## config.mk

```make
export PLATFORM = sky130hd
export DESIGN_NAME = uart_tx_serializer
export DESIGN_NICKNAME = d
export VERILOG_FILES = /design/src/rtl/uart_tx_serializer.sv
export SDC_FILE = /design/constraint.sdc
export NUM_CORES = 1
export LEC_CHECK = 0
export ABC_AREA = 0
export BUFFER_PORTS_ARGS = -buffer_cell sky130_fd_sc_hd__buf_4
export CAP_MARGIN = 20
export CORE_UTILIZATION = 55
export DETAILED_ROUTE_END_ITERATION = 7
export PLACE_DENSITY_LB_ADDON = 0.25
export SLEW_MARGIN = 40
export SYNTH_ARGS = -nofsm -noshare
export SYNTH_HDL_FRONTEND = slang
export SYNTH_SLANG_ARGS = --single-unit
```

## constraint.sdc

```tcl
create_clock -name clk -period 5.89 [get_ports clk]
set_input_delay 1.4725 -clock clk [delete_from_list [all_inputs] [get_ports clk]]
set_output_delay 1.4725 -clock clk [all_outputs]
set_load 0.005 [all_outputs]
```

## src/rtl/uart_tx_serializer.sv

```systemverilog
// UART transmit serializer: accepts one byte per frame, sends start, 8 data bits LSB first, stop.
// Define UART_TX_PARITY_EN to insert an even-parity bit before the stop bit (8E1).
module uart_tx_serializer #(
    parameter int CLK_PER_HALF_BIT = 86
) (
    input  logic       clk,
    input  logic       rst,
    input  logic       in_valid,
    input  logic [7:0] in_data,
    output logic       in_ready,
    output logic       txd,
    output logic       busy
);

    localparam int unsigned BIT_CYC = 2 * CLK_PER_HALF_BIT;
    localparam int unsigned CNT_W   = $clog2(BIT_CYC);
    localparam logic [CNT_W-1:0] CNT_RELOAD = CNT_W'(BIT_CYC - 1);

`ifdef UART_TX_PARITY_EN
    typedef enum logic [2:0] {IDLE, START, DATA, PARITY, STOP} state_t;
`else
    typedef enum logic [1:0] {IDLE, START, DATA, STOP} state_t;
`endif

    state_t           state;
    logic [CNT_W-1:0] cnt;
    logic [2:0]       bit_idx;
    logic [7:0]       shreg;
    logic             bit_done;
`ifdef UART_TX_PARITY_EN
    // Parity is captured at accept because the shift register is consumed while sending.
    logic             parity;
`endif

    always_comb begin
        bit_done = (cnt == '0);
    end

    always_ff @(posedge clk or posedge rst) begin
        if (rst) begin
            state    <= IDLE;
            txd      <= 1'b1;
            busy     <= 1'b0;
            in_ready <= 1'b0;
            cnt      <= '0;
            bit_idx  <= '0;
            shreg    <= '0;
`ifdef UART_TX_PARITY_EN
            parity   <= 1'b0;
`endif
        end else begin
            case (state)
                IDLE: begin
                    in_ready <= 1'b1;
                    if (in_valid && in_ready) begin
                        shreg    <= in_data;
`ifdef UART_TX_PARITY_EN
                        parity   <= ^in_data;
`endif
                        cnt      <= CNT_RELOAD;
                        state    <= START;
                        txd      <= 1'b0;
                        busy     <= 1'b1;
                        in_ready <= 1'b0;
                    end
                end
                START: begin
                    if (bit_done) begin
                        txd     <= shreg[0];
                        shreg   <= {1'b0, shreg[7:1]};
                        bit_idx <= '0;
                        cnt     <= CNT_RELOAD;
                        state   <= DATA;
                    end else begin
                        cnt <= cnt - CNT_W'(1);
                    end
                end
                DATA: begin
                    if (bit_done) begin
                        cnt <= CNT_RELOAD;
                        if (bit_idx == 3'd7) begin
`ifdef UART_TX_PARITY_EN
                            state <= PARITY;
                            txd   <= parity;
`else
                            state <= STOP;
                            txd   <= 1'b1;
`endif
                        end else begin
                            txd     <= shreg[0];
                            shreg   <= {1'b0, shreg[7:1]};
                            bit_idx <= bit_idx + 3'd1;
                        end
                    end else begin
                        cnt <= cnt - CNT_W'(1);
                    end
                end
`ifdef UART_TX_PARITY_EN
                PARITY: begin
                    if (bit_done) begin
                        cnt   <= CNT_RELOAD;
                        state <= STOP;
                        txd   <= 1'b1;
                    end else begin
                        cnt <= cnt - CNT_W'(1);
                    end
                end
`endif
                STOP: begin
                    if (bit_done) begin
                        state    <= IDLE;
                        busy     <= 1'b0;
                        in_ready <= 1'b1;
                    end else begin
                        cnt <= cnt - CNT_W'(1);
                    end
                end
                default: begin
                    state <= IDLE;
                    txd   <= 1'b1;
                    busy  <= 1'b0;
                end
            endcase
        end
    end

endmodule

```

Word level (Yosys, flattened, before mapping)
Index checks and enable logic that the tools add are counted.
{"block": "classes", "add_sub_neg": 2, "n_mul": 0, "div_mod_pow": 0, "magnitude_cmp": 0, "eq_ne": 11, "shift": 0, "muxes": 30, "bitwise": 0, "reduce_logical": 14}
{"op": "8-bit 2-to-1 mux", "n": 7}
{"op": "8-bit case mux with 3 select lines", "n": 2}
{"op": "2-bit inequality test (second input constant)", "n": 7}
{"op": "2-bit 2-to-1 mux", "n": 5}
{"op": "5-bit AND reduction", "n": 2}
{"op": "3-bit 2-to-1 mux", "n": 3}
{"op": "8-bit logical NOT", "n": 1}
{"op": "1-bit 2-to-1 mux", "n": 8}
{"op": "2-bit case mux with 4 select lines", "n": 1}
{"op": "4-bit AND reduction", "n": 2}
{"op": "8-bit by 1-bit subtractor with 8-bit output (second input constant)", "n": 1}
{"op": "3-bit case mux with 2 select lines", "n": 1}
{"op": "2-bit == test (second input constant)", "n": 2}
{"op": "1-bit case mux with 2 select lines", "n": 2}
{"op": "2-bit AND reduction", "n": 2}
{"op": "2-bit nonzero test", "n": 2}
{"op": "3-bit by 1-bit adder with 3-bit output (second input constant)", "n": 1}
{"op": "3-bit == test (second input constant)", "n": 1}
{"op": "1-bit case mux with 3 select lines", "n": 1}
{"op": "3-bit AND reduction", "n": 1}
{"op": "3-bit nonzero test", "n": 1}
{"op": "2-bit by 1-bit == test with 1-bit output (second input constant)", "n": 1}
{"op": "2-bit logical NOT", "n": 1}
{"op": "2-bit OR reduction", "n": 1}
{"op": "1-bit logical AND", "n": 1}
{"block": "totals", "regBits": 24, "latchBits": 0, "ramBits": 0, "mem_bits_ro": 0, "in_bits": 11, "mem_count": 0}

Logic depth before layout (Yosys ltp)
{"block": "logic_depth", "word_depth": 4, "depth_mapped": 7, "mapped_depth_nobuf": 6}

Worst setup path before layout
Ideal clock, no wire load.
{"block": "synth_path", "path_type": "input -> register", "from": "input in_valid", "to": "register shreg[0]", "setup_time_ns": 0.125, "arrival_time_ns": 2.260, "required_ns": 5.765, "setup_slack_ns": 3.505, "cell_stages": 3, "path_buffers": 0, "cell_sequence": "a21boi_2 nor3_4 mux2_2"}
{"block": "synth_between", "elab_chain_cells": 3}
{"item": "start: declaration", "line_no": "8", "rtl": "input logic in_valid,"}
{"item": "1-bit logical AND", "line_no": "55", "rtl": "if (in_valid && in_ready) begin"}
{"item": "2-bit inequality test (no line)"}
{"item": "5-bit AND reduction (no line)"}
{"item": "end signal: assignment", "line_no": "56", "rtl": "shreg <= in_data;"}
{"item": "end signal: assignment", "line_no": "70", "rtl": "shreg <= {1'b0, shreg[7:1]};"}
{"item": "end signal: assignment", "line_no": "91", "rtl": "shreg <= {1'b0, shreg[7:1]};"}
{"item": "end: declaration", "line_no": "28", "rtl": "logic [7:0] shreg;"}
No other way between the ends.
A chain may end at the register's enable or synchronous reset.

Worst setup path after layout
{"block": "layout_path", "from": "register txd", "to": "output txd"}
{"item": "start: declaration", "line_no": "11", "rtl": "output logic txd,"}
{"item": "start signal: assignment", "line_no": "69", "rtl": "txd <= shreg[0];"}
{"item": "start signal: assignment", "line_no": "90", "rtl": "txd <= shreg[0];"}
No word-level cell between the ends.

==> impl_results.md <==
* Status: finished clean
* Die W at ~52 um
* Skew-Pair Late Insertion Delay at about 310 ps
* Initial antenna violation count at 0
* First-pass GRT wire length at between 4000 and 5000 um
* Ratio of cells with drive above 1 in the final layout at between 20% and 30%
* Layout net count at approximately 160
* Reg2reg end: state[1]$_DFFE_PP0P_
* GR Util All Layers at between 20% and 30%
* Switching power at between 0.05 and 0.06 mW
* Synth top area share at between 40% and 50%
* HP Class: register to register
* Die footprint at between 2000 and 3000 um2
* Setup_tns at 0 ps
* Placed cell area at ~1500 um2
* Post-layout min period at about 2400 ps
* Internal at 0.214 mW
* Clock Sinks at 24
* CTS H-tree depth at 1
* Syn Std Cell Area at around 1400 um2
* Worst path max stage delay at roughly 550 ps
* RePlAce Congestion at a little under 0.8
* Initial DRC count at 25
* Crit-path cells: buf_4
* Synth cell count leaders: dfrtp_1 (23), mux2_2 (15), a21oi_1 (9), nand2_1 (9), nor2_1 (8)
* Final WS setup at 3470 ps
* Largest net degree at the start of global routing at 25
* Path depth of the worst reg2reg path at 6
* Ant. Diodes at 0
* R2R setup slack at approximately 3700 ps
* CP max FO at 2
* Count leader, synth: dfrtp_1
* Mean Syn Cell Area at roughly 11 um2
* Hold buffers post-CTS at 0
* Worst Skew at about 5.8 ps
* Worst hold path cell count at 1
* Critical Path Start: txd$_DFFE_PP1P_
* ANT nets after route at 0
* Clock power share at a little under a third
* Total CTS buffers at 3
* CP arrival at 950 ps
* Unrepaired setup endpoints after global routing: false
* Final hold vios at 0
* Critical path required time at 4420 ps
* Crit share post-route at approximately two fifths
* Placed insts at about 170
* DPL Wire Length at ~1900 um
* Buffers & Inverters on Critical Path at 1
* Setup bufs post-CTS at 0
* Reg clk slew, reported paths at 120 ps
* Vias in the first global route at just over 1000
* Pwr/cell area at 174 nW/um2
* CP top delay family: flip-flops
* Ys flop type: dfrtp_1
* Flops & latches, synth at 24
* Syn Inst Count at about 130
* Synth warn at 0
* Power share of the combinational group at under 10%
* Number of synthesized flops with an enable pin at 0
* Total leakage power at about 0.69 nW
* Routed WL per cell at approximately 15 um
* Final setup fails at 0
* Area leader, netlist: dfrtp_1
* Async SR Flop Fraction at 100%
* Crit Path Class: register to primary output
* Reg2Reg Launch Point: cnt[0]$_DFFE_PP0P_
* Layout area overhead at 11.0%
* IO buf count at 13
* Via count at 1035
* Slew Limit Fails at 0
* Hold Path End: shreg[2]$_DFFE_PP0P_
* Max Clk Rate at ~410 MHz
* Die Height at roughly 52 um
* Crit-path slowest cell: dfstp_2
* CTS tree: built
* Clock root buffer: clkbuf_4
* Area of the core at between 2000 and 2500 um2
* Synth top area cells: dfrtp_1 (41%), mux2_2 (12%), ha_1 (6.3%)
* Dpl ws at approximately 3300 ps
* Drc violations at 0
* FP Rows at 17
* Initial core utilization at between 60 and 70%
* Maximum vdd drop at 0.137 mV
* Final Cell Area at 1540 um2
* Share of power burned in registers at between 60% and 70%
* Actual transition at the worst max-transition pin at 546 ps
* CP Launch Type: register
* GR Overflow Total at 0
* Post-route insts no fill at between 150 and 200
* 1st-pass router iterations at 4
* Sw Ratio at between 20% and 30%
* Hold path startpoint: shreg[2]$_DFFE_PP0P_
* Max-cap viol count at 0
* Clk buf depth at 2
* Crit path capture type: primary output
* Post-CTS sizing at 0
* Vias per inst at slightly above 6
* Wirelength, routed at 2630 um
* Rel. slew slack at a little under two thirds
* Sequential area share after synthesis at 43.3%
* Distinct cells, synth at 37
* Mapped Nets at ~150
* Ports at 14
==> how the worst max path moves through the flow <==
stage                      endpoint  slack, ps  depth (start not counted)
4_1_cts                         txd       3440                          1
6_report                        txd       3470                          1
2_1_floorplan  shreg[0]$_DFFE_PP0P_       3510                          3
3_5_place_dp     cnt[5]$_DFFE_PP0P_       3250                          5
3_3_place_gp     cnt[5]$_DFFE_PP0P_       3290                          5
5_1_grt                         txd       3420                          1
==> logic make-up (layout without fill, tap and decap cells) <==
kind of cell               count (synthesis)  in the layout  share of synthesized area, %
AOI/OAI and AO/OA                         30             30                          15.6
xor gates and xnor gates                   1              1                         0.631
adders and majority gates                  7              7                          6.31
buffers and inverters                     11             24                          3.06
DFF                                       24             24                          43.3
muxes                                     19             19                          15.3
and+or+nand+nor                           37             37                          15.8
==> flip-flops by register name, indices dropped and copies added, names as in the netlist <==
signal / count
busy: 1
shreg: 8
bit_idx: 3
in_ready: 1
txd: 1
cnt: 8
state: 2
==> metal layers <==
metal,routed length [um],share of wire (%),vias to the layer above,track usage (%)
li1,-,-,499,-
met1,1180,45,509,29.0
met2,1340,51,23,41.9
met3,76,2.9,4,3.48
met4,33,1.3,0,8.77
met5,0,0,-,0
==> cell type report <==
type / count / area [um2]
Clock buffer: 4 / 36.3
Fill cell: 184 / 756
Inverter: 7 / 26.3
Multi-Input combinational cell: 94 / 744
Sequential cell: 24 / 602
Tap cell: 28 / 35.0
Timing Repair Buffer: 13 / 97.6
==> power groups by stage <==
stage          registers [mW]  logic (mW)  clock network (mW)
6_report                0.169      0.0136              0.0848
5_1_grt                 0.170      0.0154              0.0975
4_1_cts                 0.169      0.0141              0.0894
3_5_place_dp            0.172      0.0140                   0
3_3_place_gp            0.172      0.0134                   0
2_1_floorplan           0.172     0.00679                   0
==> layout by cell type (no fill, tap or decap), types with 2 or more instances in the layout <==
cell / netlist / layout
nor2_1: 8 / 8
inv_1: 7 / 6
nor3_1: 5 / 5
nor2b_1: 2 / 2
a22o_1: 2 / 2
o21ai_0: 4 / 4
nand2_1: 9 / 9
a21oi_1: 9 / 9
mux2_2: 15 / 15
or3_1: 2 / 2
o31a_1: 2 / 2
mux2_1: 3 / 3
ha_1: 7 / 7
nor4_1: 2 / 2
a31oi_1: 2 / 2
buf_4: 0 / 13
clkbuf_4: 0 / 3
dfrtp_1: 23 / 23
a21boi_0: 2 / 2
o22a_1: 4 / 4
==> metrics by stage <==
stage / util [%] / hold slack (ps) / power (mW)
floorplan: - / 452 / 0.179
global placement: 65.5 / 464 / 0.186
detailed placement: 65.5 / 484 / 0.186
CTS: 67.1 / 515 / 0.273
global route: 67.1 / 537 / 0.283
finish: 67.1 / 511 / 0.268
Note: power is estimated with default switching activity, not from simulation.
